## src/rtl/catc_enable_divider.sv

```systemverilog
// Divides the master tick stream into two phase-locked enables (EnA, EnB) with an
// aligned halt that only freezes on a common frame boundary, plus a consumed-tick counter.
module catc_enable_divider #(
    parameter int DIV_A   = 12,
    parameter int DIV_B   = 4,
    parameter int PHASE_B = 0,
    parameter int CW      = 8
) (
    input  logic          clk,
    input  logic          Reset,
    input  logic          TickIn,
    input  logic          HaltReq,
    input  logic          ResyncReq,
    output logic          EnA,
    output logic          EnB,
    output logic [CW-1:0] PhaseA,
    output logic [CW-1:0] PhaseB,
    output logic          Halted,
    output logic [31:0]   TickCount
);

    if (DIV_A < 1 || longint'(DIV_A) > (longint'(1) << CW) ||
        DIV_B < 1 || longint'(DIV_B) > (longint'(1) << CW) ||
        PHASE_B < 0 || PHASE_B >= DIV_B) begin : g_bad_params
        $error("catc_enable_divider: illegal DIV_A/DIV_B/PHASE_B for CW");
    end

    localparam logic [CW-1:0] LAST_A = CW'(DIV_A - 1);
    localparam logic [CW-1:0] LAST_B = CW'(DIV_B - 1);
    localparam logic [CW-1:0] INIT_B = CW'(PHASE_B);

    typedef enum logic [1:0] {
        S_RUN,
        S_DRAIN,
        S_HALTED
    } state_t;

    state_t        state;
    state_t        state_nxt;
    logic [CW-1:0] cnt_a;
    logic [CW-1:0] cnt_b;
    logic [CW-1:0] cnt_a_nxt;
    logic [CW-1:0] cnt_b_nxt;
    logic          consumed;
    logic          aligned_nxt;
    logic          en_a_nxt;
    logic          en_b_nxt;

    always_comb begin
        consumed  = TickIn && (state != S_HALTED) && !ResyncReq;
        cnt_a_nxt = cnt_a;
        cnt_b_nxt = cnt_b;
        if (ResyncReq) begin
            cnt_a_nxt = '0;
            cnt_b_nxt = INIT_B;
        end else if (consumed) begin
            cnt_a_nxt = (cnt_a == LAST_A) ? '0 : cnt_a + 1'b1;
            cnt_b_nxt = (cnt_b == LAST_B) ? '0 : cnt_b + 1'b1;
        end
        en_a_nxt    = consumed && (cnt_a_nxt == '0);
        en_b_nxt    = consumed && (cnt_b_nxt == '0);
        // Alignment is judged on the post-update counters so a wrapping tick can halt.
        aligned_nxt = (cnt_a_nxt == '0) && (cnt_b_nxt == INIT_B);

        state_nxt = state;
        case (state)
            S_RUN: begin
                if (HaltReq) begin
                    state_nxt = aligned_nxt ? S_HALTED : S_DRAIN;
                end
            end
            S_DRAIN: begin
                if (!HaltReq) begin
                    state_nxt = S_RUN;
                end else if (aligned_nxt) begin
                    state_nxt = S_HALTED;
                end
            end
            S_HALTED: begin
                if (!HaltReq) begin
                    state_nxt = S_RUN;
                end
            end
            default: state_nxt = S_RUN;
        endcase
    end

    always_ff @(posedge clk) begin
        if (Reset) begin
            state     <= S_RUN;
            cnt_a     <= '0;
            cnt_b     <= INIT_B;
            EnA       <= 1'b0;
            EnB       <= 1'b0;
            Halted    <= 1'b0;
            TickCount <= '0;
        end else begin
            state  <= state_nxt;
            cnt_a  <= cnt_a_nxt;
            cnt_b  <= cnt_b_nxt;
            EnA    <= en_a_nxt;
            EnB    <= en_b_nxt;
            Halted <= (state_nxt == S_HALTED);
            if (consumed) begin
                TickCount <= TickCount + 32'd1;
            end
        end
    end

    assign PhaseA = cnt_a;
    assign PhaseB = cnt_b;

endmodule

```

## config.mk

```make
export PLATFORM = sky130hd
export DESIGN_NAME = catc_enable_divider
export DESIGN_NICKNAME = d
export VERILOG_FILES = /design/src/rtl/catc_enable_divider.sv
export SDC_FILE = /design/constraint.sdc
export NUM_CORES = 1
export LEC_CHECK = 0
export CORE_AREA = 4 4 99 101
export CTS_BUF_LIST = sky130_fd_sc_hd__clkbuf_8
export CTS_CLUSTER_SIZE = 24
export DETAILED_ROUTE_END_ITERATION = 8
export DIE_AREA = 0 0 103 105
export GPL_TIMING_DRIVEN = 0
export SETUP_SLACK_MARGIN = 0.02
export SKIP_CTS_REPAIR_TIMING = 1
export SLEW_MARGIN = 25
export SYNTH_ARGS = -nofsm -noshare
export SYNTH_HDL_FRONTEND = slang
export SYNTH_SLANG_ARGS = --single-unit
```

## constraint.sdc

```tcl
create_clock -name clk -period 3.2 [get_ports clk]
set_input_delay 0.32 -clock clk [delete_from_list [all_inputs] [get_ports clk]]
set_output_delay 0.32 -clock clk [all_outputs]
set_load 0.03 [all_outputs]
```

* Word-level counts from Yosys, hierarchy flattened
Cells that the tools add are included.
Widths: inputs -> output; s select.
** Word-level totals
- Logic and storage cells :: 37
- Flip-flop bits (word level) :: 53
- Output and inout port bits :: 51
** Operators by class
- Add/subtract/negate cells :: 3
- Equal/unequal tests :: 6
- Reductions and logical operators :: 9
- Muxes and demuxes :: 12
** Operator list (count)
- $mux 8 :: 6
- $add 32x1->32 const B :: 1
- $add 8x1->8 const B :: 2
- $logic_not 8->1 :: 2
- $mux 2 :: 5
- $eq 8x2->1 const B :: 1
- $eq 8x4->1 const B :: 1
- $pmux 2 s3 :: 1
- $logic_and 1x1->1 :: 5
- $eq 2x2->1 const B :: 2
- $eq 2x1->1 const B :: 1
- $logic_not 2->1 :: 1
- $ne 2x2->1 const B :: 1
- $logic_not 1->1 :: 1

* Longest topological paths before layout
- Word-level depth :: 11
- Mapped depth :: 8
- Depth with buffers taken out :: 7

* Worst setup path before layout
No wires, ideal clock.
- Path kind :: flip-flop to flip-flop
- Start point :: register cnt_a[0], in the netlist PhaseA[0]
- End point :: register EnA
- Setup slack :: 1.106 ns
- Path buffers :: 0
- Arrival :: 2.014 ns
- Stages on the path, launching flop included :: 8
- Period minus slack after synthesis :: 2.094 ns
- Data required time :: 3.120 ns
- Cell sequence :: dfxtp_1 ha_1 nand2_1 nor4b_2 mux2i_1 nand4_1 a21oi_1 nor3b_1
** Between the ends
- Word-level cells in the longest chain between the ends :: 6
- Elaborated cells between the ends (all ways) :: 7
** RTL lines
- start, declared :: RTL line 40 : logic [CW-1:0] cnt_a;
- start signal, assigned :: RTL line 99 : cnt_a <= cnt_a_nxt;
- $add 8x1->8 / $eq 8x4->1 (equally long branches) :: RTL line 57 : cnt_a_nxt = (cnt_a == LAST_A) ? '0 : cnt_a + 1'b1;
- $mux 8 :: RTL line 57
- $mux 8 * :: RTL line 56 : end else if (consumed) begin
- $mux 8 * :: RTL line 53 : if (ResyncReq) begin
- $logic_not 8->1 * :: RTL line 60 : en_a_nxt = consumed && (cnt_a_nxt == '0);
- $logic_and 1x1->1 * :: RTL line 60
- end signal, assigned :: RTL line 101 : EnA <= en_a_nxt;
- end, declared :: RTL line 14 : output logic EnA,
Every way passes the cells marked *; elsewhere a longest branch is shown, timed or not.
A chain may end at the register's enable or synchronous reset.

* Worst setup path after layout
- Start point :: input port ResyncReq
- End point :: register EnA
** Between the ends
- Word-level cells in the longest chain between the ends :: 6
** RTL lines
- start, declared :: RTL line 13 : input logic ResyncReq,
- $logic_not 1->1 :: RTL line 50 : consumed = TickIn && (state != S_HALTED) && !ResyncReq;
- $logic_and 1x1->1 :: RTL line 50
- $mux 8 :: RTL line 56
- $mux 8 :: RTL line 53
- $logic_not 8->1 :: RTL line 60
- $logic_and 1x1->1 * :: RTL line 60
Marked as above.

==> results.tsv <==
stage	metric	value	unit
pwr	Clk pwr share	37.7	%
final_layout	diodes inserted	0	
route	DR WL/cell	13.59	um
final_layout	final instance area	3422	sq um
route	via count	2319	
floorplanning	die area	10820	sq um
timing	Max Fclk	0.4353	GHz
synthesis	adder-cell area share of the yosys netlist	1.429	%
route	total routed wirelength	6453	um
synthesis	Synth Net Count	310	
final_layout	area grow syn2layout	30.30	%
timing	Final min period	2.297	ns
global_route	initial antenna violation count	0	
synthesis	post-synthesis sequential area ratio	40.40	%
synthesis	Syn Std Cell Area	2626	sq um
route	Via density	4.882	
placed_design	worst slack at placement	0.5825	ns
floorplanning	chip height	105	um
min_path	HP Class	register to register	
timing	worst slew pin tran	0.5581	ns
worst_setup_path	startpoint types	input port	
timing	RSZ-0062 raised after global routing	false	
clocking	TritonCTS clock tree	built	
clocking	H-Tree Depth	2	
min_path	hold_sp	TickCount[1]	
worst_setup_path	Worst EP required	3.42	ns
worst_setup_path	worst flop-to-flop path endpoint	EnA	
worst_setup_path	reg2reg setup slack	0.98	ns
clocking	clock sink total	53	
worst_setup_path	critical path class	input port to register	
floorplanning	FP Rows	35	
synthesis	Synth Area in Compound Gates	8.004	%
synthesis	Netlist cell types	50	
pwr	Int Power	0.9557	mW
timing	final setup TNS	0	ns
final_layout	Nets	371	
worst_setup_path	RR Startpoint	PhaseA[0]	
synthesis	Syn Inst Count	302	
min_path	Hold Path End	TickCount[1]	
floorplanning	effective utilization at floorplan	29.11	%
synthesis	Synth Area in Simple Gates	32.11	%
timing	Final setup viols	0	
min_path	WHS Path Cells	2	
clocking	clock slew at reported path FFs	0.09	ns
timing	Tcrit/Tclk final	71.80	%
final_layout	most common cell after layout, fill and taps aside	clkdlybuf4s50_1	
placed_design	Cell Area, Placed	3306	sq um
synthesis	XOR/XNOR share of the synthesized area	14.01	%
synthesis	flops & latches, synth	53	
route	drt first pass iters	4	
worst_setup_path	Setup crit end kind	register	
worst_setup_path	arrival time at the worst endpoint	2.52	ns
route	DRT antenna net count	0	
flow_run	max cap viols	0	
pwr	Max VDD drop	0.0001680	V
synthesis	ys async rst share	0	%
pwr	PwrDens	361.7	nW/um^2
timing	clk_skew	0.009009	ns
clocking	worst skew pair latency	0.30	ns
route	DR iter-0 viols	88	
synthesis	Avg Cell Area, Syn	8.696	sq um
placed_design	placed cell count	467	
synthesis	largest family of logic cells by synthesized area	simple AND/OR/NAND/NOR gates	
floorplanning	Die X	103	um
clocking	Max clock buf depth	2	
placed_design	Final GP Congestion	0.8509	
global_route	gr usage total	12.11	%
route	DR DRC count	0	
pwr	sw frac	22.79	%
global_route	number of global-route vias before repair	2193	
worst_setup_path	Reg2Reg Depth	7	
global_route	largest net degree at the start of global routing	16	
placed_design	HPWL Detailed	4819	um
timing	Hold Slack	0.5026	ns
worst_setup_path	Critical Path Fanout Max	10	
timing	Worst Slack Setup Final	0.9025	ns
timing	Final Hold Violating Endpoints	0	
global_route	gr ovfl total	0	
clocking	CTS Buf Count	5	
pwr	Pleak	1.170	nW
placed_design	port buffer count	54	
pwr	Reg power frac	54.5	%
final_layout	most frequent cells in the layout	clkdlybuf4s50_1 (54), dfxtp_1 (53), nor2_1 (49), nand2_1 (25), xor2_1 (24)	
synthesis	yosys warns	0	
synthesis	post-synthesis mux area share	1.143	%
timing	Max transition margin	62.79	%
pwr	Logic pwr share	7.8	%
final_layout	non-filler cells, final	475	
timing	Max Slew Vio Count	0	
final_layout	layout cells sized above 1	6.868	%
floorplanning	core box area	9021	sq um
pwr	Sw Pwr	0.2821	mW
synthesis	Main synth FF type	dfxtp_1	
status	outcome	complete, no violations	
clocking	Root Driver	clkbuf_8	
synthesis	number of synthesized flops with an enable pin	0	
floorplanning	top-level I/O count	56	
global_route	first-pass GRT wire length	10620	um
==> layer usage <==
metal	vias to the layer above	part of all wire (%)	GRT usage (%)
li1	1174	-	-
met1	1093	47	16.03
met2	45	47	19.62
met3	7	5.0	2.804
met4	0	1.1	3.145
met5	-	0	0
==> per-stage QoR <==
stage          power [mW]  utilization, %
6_report            1.238           37.93
5_1_grt             1.297           37.93
4_1_cts             1.262           37.93
3_5_place_dp       0.7872           36.64
3_3_place_gp       0.7865           36.64
2_1_floorplan      0.7531               -
==> worst max-delay path by stage <==
stage          end  slack [ns]      start
5_1_grt        EnA        0.78  ResyncReq
3_3_place_gp   EnA        0.59  ResyncReq
6_report       EnA        0.90  ResyncReq
2_1_floorplan  EnA        1.11  PhaseA[0]
4_1_cts        EnA        0.89  ResyncReq
3_5_place_dp   EnA        0.58  ResyncReq
==> registers in the layout (all words and copies together), names as in the netlist <==
name	cells
EnA	1
EnB	1
Halted	1
PhaseA	8
PhaseB	8
TickCount	32
state	2
==> synth_stat cells, drive strengths merged, types with 3 or more instances <==
cell type | instances | area (sq um)
nor3 | 11 | 65.06
o21ai | 5 | 25.02
and3 | 6 | 37.54
dfxtp | 53 | 1061
and4 | 5 | 43.79
nor2 | 50 | 195.2
xor2 | 24 | 210.2
nand2b | 4 | 32.53
nand2 | 26 | 100.1
a21oi | 12 | 63.81
nand4 | 12 | 90.09
nand3 | 13 | 65.06
inv | 4 | 15.01
xnor2 | 18 | 157.7
ha | 3 | 37.54
nor4 | 6 | 65.06
or3 | 5 | 31.28
clkbuf | 8 | 30.03
buf | 5 | 31.28
mux2i | 3 | 30.03
nor3b | 5 | 42.54
==> logic make-up (layout without fill, tap and decap cells) <==
group / after synthesis / in the layout
AO/OA/AOI/OAI: 32 / 32
XOR/XNOR: 42 / 42
adder cells (fa/ha/maj): 3 / 3
buffers and inverters: 17 / 79
flip-flops: 53 / 53
multiplexers: 3 / 3
AND/OR/NAND/NOR: 152 / 152
==> cell type report <==
class / instances / area [sq um]
repair buffers: 54 / 540.5
fillers: 921 / 5599
flip-flops and latches: 53 / 1061
inverters: 4 / 15.01
plain buffers: 13 / 61.31
multi-input cells: 232 / 1489
clock inverters: 2 / 33.78
clock buffers: 6 / 82.58
well taps: 111 / 138.9
==> power by group through the flow <==
| stage | Sequential, mW | Clock [mW] | Combinational [mW] |
|---|---|---|---|
| finish | 0.674 | 0.467 | 0.0966 |
| CTS | 0.674 | 0.489 | 0.0981 |
| detailed placement | 0.690 | 0 | 0.0974 |
| global placement | 0.690 | 0 | 0.0969 |
| floorplan | 0.700 | 0 | 0.0534 |
| global route | 0.676 | 0.515 | 0.106 |
==> worst max-delay path: stages <==
cell,delay (ns)
clkdlybuf4s50_1,0.45
buf_2,0.21
nand2b_4,0.21
nor4b_2,0.44
mux2i_1,0.24
nand4_1,0.12
a21oi_1,0.30
nor3b_1,0.23
(Power assumes the default switching activity.)
